### src/rtl/counter_input_conditioner_pkg.sv
// cond_pkg: load FSM encoding and default timing constants for the counter input conditioner
package cond_pkg;
    typedef enum logic [1:0] {
        IDLE = 2'd0,
        LOAD = 2'd1,
        HOLD = 2'd2
    } state_t;
    localparam int DEF_DEBOUNCE_CYCLES = 50000;
    localparam int DEF_TICK_DIV        = 25000000;
endpackage

### src/rtl/counter_input_conditioner_debounce_sync.sv
// debounce_sync: two-flop synchroniser followed by a group debounce shared by all bits
module debounce_sync #(
    parameter int WIDTH  = 1,
    parameter int CYCLES = 4
) (
    input  logic             clk,
    input  logic             rst,
    input  logic [WIDTH-1:0] i_raw,
    output logic [WIDTH-1:0] o_stable
);
    localparam int CW = $clog2(CYCLES + 1);
    logic [WIDTH-1:0] r_s1, r_s2, r_stable;
    logic [CW-1:0]    r_cnt;
    // accept the synced value once it has differed from the stable value for CYCLES cycles in a row
    always_ff @(posedge clk or posedge rst) begin
        if (rst) begin
            r_s1     <= '0;
            r_s2     <= '0;
            r_stable <= '0;
            r_cnt    <= '0;
        end else begin
            r_s1 <= i_raw;
            r_s2 <= r_s1;
            if (r_s2 == r_stable) begin
                r_cnt <= '0;
            end else if (r_cnt == CW'(CYCLES - 1)) begin
                r_stable <= r_s2;
                r_cnt    <= '0;
            end else begin
                r_cnt <= r_cnt + CW'(1);
            end
        end
    end
    assign o_stable = r_stable;
endmodule

### src/rtl/counter_input_conditioner.sv
// counter_input_conditioner: debounced switches, single-cycle load pulse with captured number, step tick
module counter_input_conditioner
    import cond_pkg::*;
#(
    parameter int NUM_W           = 5,
    parameter int DEBOUNCE_CYCLES = DEF_DEBOUNCE_CYCLES,
    parameter int TICK_DIV        = DEF_TICK_DIV
) (
    input  logic             clk,
    input  logic             rst,
    input  logic             i_sw_mode_raw,
    input  logic             i_sw_control_raw,
    input  logic [NUM_W-1:0] i_sw_nums_raw,
    output logic             o_sw_mode,
    output logic             o_load_pulse,
    output logic [NUM_W-1:0] o_nums_out,
    output logic             o_step_tick
);
    localparam int            PW      = $clog2(TICK_DIV);
    localparam logic [PW-1:0] PRE_MAX = PW'(TICK_DIV - 1);
    logic             w_mode, w_ctrl, w_mode_chg, w_load, w_tick;
    logic [NUM_W-1:0] w_nums;
    logic             r_mode_prev;
    logic [NUM_W-1:0] r_nums;
    logic [PW-1:0]    r_pre;
    state_t           r_state, w_next;

    debounce_sync #(.WIDTH(1), .CYCLES(DEBOUNCE_CYCLES)) u_mode (
        .clk(clk), .rst(rst), .i_raw(i_sw_mode_raw), .o_stable(w_mode)
    );
    debounce_sync #(.WIDTH(1), .CYCLES(DEBOUNCE_CYCLES)) u_ctrl (
        .clk(clk), .rst(rst), .i_raw(i_sw_control_raw), .o_stable(w_ctrl)
    );
    debounce_sync #(.WIDTH(NUM_W), .CYCLES(DEBOUNCE_CYCLES)) u_nums (
        .clk(clk), .rst(rst), .i_raw(i_sw_nums_raw), .o_stable(w_nums)
    );

    assign w_mode_chg = w_mode != r_mode_prev;

    // load FSM state register
    always_ff @(posedge clk or posedge rst) begin
        if (rst) r_state <= IDLE;
        else     r_state <= w_next;
    end

    // next state, load strobe, and tick gating (ticks only pass while idle)
    always_comb begin
        w_next = r_state;
        w_load = 1'b0;
        w_tick = 1'b0;
        unique case (r_state)
            IDLE: begin
                w_next = w_ctrl ? LOAD : IDLE;
                w_tick = r_pre == PRE_MAX;
            end
            LOAD: begin
                w_next = HOLD;
                w_load = 1'b1;
            end
            HOLD:    w_next = w_ctrl ? HOLD : IDLE;
            default: w_next = IDLE;
        endcase
    end

    // number capture on entry to LOAD, prescaler restarted by a load or a fresh mode level
    always_ff @(posedge clk or posedge rst) begin
        if (rst) begin
            r_mode_prev <= 1'b0;
            r_nums      <= '0;
            r_pre       <= '0;
        end else begin
            r_mode_prev <= w_mode;
            if (r_state == IDLE && w_ctrl) r_nums <= w_nums;
            r_pre <= (r_state == LOAD || w_mode_chg || r_pre == PRE_MAX) ? '0 : r_pre + PW'(1);
        end
    end

    assign o_sw_mode    = w_mode;
    assign o_load_pulse = w_load;
    assign o_nums_out   = r_nums;
    assign o_step_tick  = w_tick;
endmodule
### config.mk
export PLATFORM = sky130hd
export DESIGN_NAME = counter_input_conditioner
export DESIGN_NICKNAME = d
export VERILOG_FILES = /design/src/rtl/counter_input_conditioner_pkg.sv /design/src/rtl/counter_input_conditioner_debounce_sync.sv /design/src/rtl/counter_input_conditioner.sv
export SDC_FILE = /design/constraint.sdc
export NUM_CORES = 1
export LEC_CHECK = 0
export CAP_MARGIN = 20
export CORE_MARGIN = 3
export CORE_UTILIZATION = 50
export CTS_CLUSTER_DIAMETER = 100
export DETAILED_ROUTE_END_ITERATION = 16
export PLACE_DENSITY = 0.67
export SYNTH_ARGS = -nofsm -noshare
export SYNTH_HDL_FRONTEND = slang
export SYNTH_SLANG_ARGS = --single-unit
### constraint.sdc
create_clock -name clk -period 7.28 [get_ports clk]
set_input_delay 1.82 -clock clk [delete_from_list [all_inputs] [get_ports clk]]
set_output_delay 1.82 -clock clk [all_outputs]
set_load 0.01 [all_outputs]
# Word level (Yosys, flattened, before mapping)
# Index checks and enable logic that the tools add are counted.
# totals
register_bits	102
out_inout_bits	8
# classes
addsub	4
n_eq_ne	10
n_mux	12
bitwise_logic	3
n_reduce_logical	7
# op_table
cell	n
2-to-1 mux 16 bit	6
adder 16 x 1 -> 16 bit, second input constant	3
== test 16 bit, second input constant	3
adder 25 x 1 -> 25 bit, second input constant	1
== test 25 bit, second input constant	1
2-to-1 mux 25 bit	1
case mux 2 bit (3 select lines)	1
AND reduction 2 bit	3
== test 5 bit	1
2-to-1 mux 1 bit	3
inverter 1 bit	3
== test 1 bit	2
== test 2 x 1 -> 1 bit, second input constant	1
== test 2 bit, second input constant	1
logical NOT 2 bit	1
logical OR 1 bit	2
2-to-1 mux 2 bit	1
logical AND 1 bit	1
inequality test 1 bit	1

# Logic depth before layout (Yosys ltp)
# logic_depth
ltp_word	4
mapped_depth	7
depth_no_buf	5

# Cells and area by module
# Synthesis repeated with hierarchy kept, for this count alone.
# unflattened
cells_unflattened	436
area_unflattened_um2	4890.9
# by_module_without_submodules
mod	n_inst	cells_per_inst	area_each_um2	seq_area_each_um2
debounce_sync at u_ctrl ...	2	87	982.2	475.5
counter_input_conditioner	1	155	1611.5	825.8
debounce_sync at u_nums	1	107	1315.0	775.7

# Least setup slack after synthesis
# No wires, ideal clock.
# synth_timing
path_kind	register to output
start	register r_pre[0]
end	output port o_step_tick
t_arrival_ps	1484
required_ps	5460
setup_slack_ps	3976
stages_incl_launch_ff	5
path_buffers	0
path_cell_list	dfrtp_1 ha_1 nand2_1 or3_1 nor4_1
# synth_between
elab_chain_cells	2
# synth_rtl
item	line_no	text
start: declaration	counter_input_conditioner.sv:25	logic [PW-1:0] r_pre;
start signal: assignment	counter_input_conditioner.sv:74	r_pre <= (r_state == LOAD || w_mode_chg || r_pre == PRE_MAX) ? '0 : r_pre + PW'(1);
== test 25 bit	counter_input_conditioner.sv:54	w_tick = r_pre == PRE_MAX;
2-to-1 mux 1 bit	counter_input_conditioner.sv:51	unique case (r_state)
end: declaration	counter_input_conditioner.sv:17	output logic o_step_tick
# Every way passes these cells.

# Final worst setup path
# Ends and elaborated chain as after synthesis.

==> impl_metrics.json <==
{
  "clockBufferDepth": 2,
  "globalRouteOverflowTotal": 0,
  "grt_usage_pct": 17.2,
  "grt_pass1_vias": 3069,
  "initial_utilization_pct": 52.4,
  "worst_setup_path_end_kind": "output pin",
  "tns_ns": 0,
  "dieArea_mm2": 0.0105,
  "critPathLaunchType": "flop",
  "path_class": "flop to output pin",
  "status": "finished clean",
  "wirelength_um": 8150,
  "min_path_type": "flop to flop",
  "power_density_mw_per_mm2": 213,
  "io_pins": 17,
  "portBuffers": 16,
  "hold_depth": 0,
  "num_rows": 34,
  "finalNonFillerCells": 564,
  "rsz0062_at_grt": "no",
  "yosys_warnings": 0,
  "num-fill-cells": 793,
  "synth_ff_type": "dfrtp_1",
  "viasPerCell": 5.67,
  "clk_pin_slew_ns": 0.11,
  "path_max_fanout": 4,
  "setup_ws_ns": 3.08,
  "maxCapViolCount": 0,
  "synth.top_cells.by_count": "dfrtp_1, nor2_1, xor2_1",
  "critPathArrivalTime_ns": 2.38,
  "synth.area.top_cells": "dfrtp_1, xor2_1, nor2_1",
  "finalCriticalPeriod_ns": 4.20,
  "r2r_cells": 6,
  "ys_seq_elements": 102,
  "clockPowerShare_pct": 37.7,
  "syn_inst": 433,
  "cts_buffers": 9,
  "p_seq_share_pct": 56.8,
  "ys_types": 36,
  "num_vias": 3196,
  "die_y_um": 102,
  "cts-hold-fix-buffers": 0,
  "multi_input_area_mm2": 0.00199,
  "post-synth-top-count-cell": "dfrtp_1",
  "p_int_w": 0.000819,
  "grt_pass1_wl_um": 14400,
  "dp.cells": 548,
  "cp_data_required_time_ns": 5.46,
  "htree_levels": 3,
  "numClockSinks": 102,
  "synth_top_area_share_pct": 55.0,
  "ir_drop_v": 0.000126,
  "p_sw_share_pct": 24.9,
  "hpwl_um": 5500,
  "period_share_pct": 57.7,
  "leakage_nw": 2.17,
  "post_cts_buffers": 0,
  "ctsResizeCount": 0,
  "tightest_slew_ns": 1.03,
  "regArea_mm2": 0.00255,
  "max_freq_mhz": 238,
  "p_switching_w": 0.000272,
  "wl_per_cell_um": 14.4,
  "finClkSkew_ns": 0.0106,
  "post-place-ws_ns": 3.48,
  "syn_nets": 446,
  "diodes": 0,
  "hold_violations": 0,
  "cts_tree": "yes",
  "dr.pass1.iters": 4,
  "synthArstFlopShare_pct": 100,
  "grt_max_degree": 59,
  "synth_area_per_cell_um2": 10.7,
  "synth_edf_count": 0,
  "gp_congestion": 0.848,
  "die_width_um": 102,
  "clock_latency_ns": 0.36,
  "ant_nets": 0,
  "cts_root_buf": "clkbuf_8",
  "combPwrFrac_pct": 5.5,
  "final_layout_size_suffix_gt1_share_pct": 8.99,
  "drcViolationCount": 0,
  "setup_viol": 0,
  "antenna_found_initial": 0,
  "drtIter0Drc": 123,
  "finalMaxSlewViolations": 0,
  "nNetsFinal": 464,
  "yosysSeqAreaShare_pct": 55.0,
  "fp.coreArea_mm2": 0.00885,
  "slew_headroom_pct": 31.0,
  "synth_area_mm2": 0.00464,
  "area_growth_pct": 10.5,
  "yosysTopAreaCell": "dfrtp_1"
}
## cell families (layout without fill, tap and decap cells)
family / after synthesis / after routing / share of synthesized area, %
AND/OR/NAND/NOR: 196 / 196 / 23.4
flip-flops: 102 / 102 / 55.0
XOR/XNOR: 53 / 53 / 10.0
AO/OA/AOI/OAI: 45 / 45 / 5.58
buffers and inverters: 21 / 44 / 2.02
multiplexers: 12 / 12 / 2.91
adder cells (fa/ha/maj): 4 / 4 / 1.08
## path summary, 6_finish.rpt
| check | startpoint | end | slack (ns) |
|---|---|---|---|
| max in group asynchronous | rst | u_nums.r_cnt[4] | 4.33 |
| setup / recovery | r_pre[0] | o_step_tick | 3.08 |
| setup reg to reg | r_pre[0] | r_pre[14] | 4.86 |
| hold reg to reg | u_nums.r_s1[4] | u_nums.r_s2[4] | 0.36 |
| min in group asynchronous | rst | u_ctrl.r_cnt[6] | 1.86 |
| hold / removal | u_nums.r_s1[4] | u_nums.r_s2[4] | 0.36 |
## flip-flops by register name (all words and copies together), names as in the netlist, 2 cells and up
name	flops
u_nums.r_cnt	16
u_nums.o_stable	5
o_nums_out	5
u_ctrl.r_cnt	16
u_nums.r_s1	5
u_nums.r_s2	5
r_state	2
r_pre	25
u_mode.r_cnt	16
## layout by cell type, fill, tap and decap left out, types with 2 or more instances in the layout
| master | instances |
|---|---|
| a21oi_1 | 21 |
| and2_1 | 2 |
| and3_1 | 10 |
| and4_1 | 7 |
| buf_4 | 2 |
| bufinv_16 | 2 |
| clkbuf_8 | 9 |
| clkdlybuf4s50_1 | 16 |
| dfrtp_1 | 102 |
| ha_1 | 4 |
| inv_1 | 9 |
| inv_6 | 4 |
| mux2_2 | 12 |
| nand2_1 | 24 |
| nand3_1 | 22 |
| nand4_1 | 17 |
| nor2_1 | 56 |
| nor3_1 | 10 |
| nor4_1 | 3 |
| nor4b_1 | 5 |
| nor4bb_1 | 7 |
| o21ai_0 | 11 |
| o31ai_1 | 9 |
| or2_2 | 3 |
| or3_1 | 13 |
| or4_1 | 9 |
| or4_4 | 2 |
| xnor2_1 | 23 |
| xor2_1 | 30 |
## metal layers
metal	global-route usage [%]	vias up	share of wire (%)
met5	0	-	0
met4	3.94	0	0.87
met3	4.57	8	3.1
met2	26.3	35	46
met1	24.7	1579	50
li1	-	1574	-
## through the flow
stage	total power (W)	hold WS [ns]	util, %	area (um^2)
after global routing	0.00114	0.366	57.9	5130
final	0.00109	0.359	57.9	5130
after CTS	0.00111	0.362	57.9	5130
after global placement	0.000687	0.333	55.3	4900
after floorplan	0.000670	0.331	-	4640
after detailed placement	0.000691	0.335	55.3	4900
## worst max-delay path, cell delays in order (launching register included)
cell and delay (ns):
dfrtp_1 0.43, ha_1 0.25, nand2_1 0.11, or3_1 0.38, nor4_1 0.27, clkdlybuf4s50_1 0.59
## area by class of cell
cell class,count,share of cell area (%)
clock buffer,9,2.42
multi-input combinational,310,38.9
inverter,10,0.781
tap,108,2.64
clock inverter,7,2.07
sequential,102,49.8
timing repair buffer,18,3.42
## power by group through the flow
stage | combinational [W] | clock (W) | sequential (W)
2_1_floorplan | 0.0000479 | 0 | 0.000622
3_3_place_gp | 0.0000601 | 0 | 0.000627
3_5_place_dp | 0.0000627 | 0 | 0.000629
4_1_cts | 0.0000626 | 0.000424 | 0.000619
5_1_grt | 0.0000700 | 0.000447 | 0.000624
6_report | 0.0000603 | 0.000411 | 0.000619
Power figures use the tool's default switching activity.
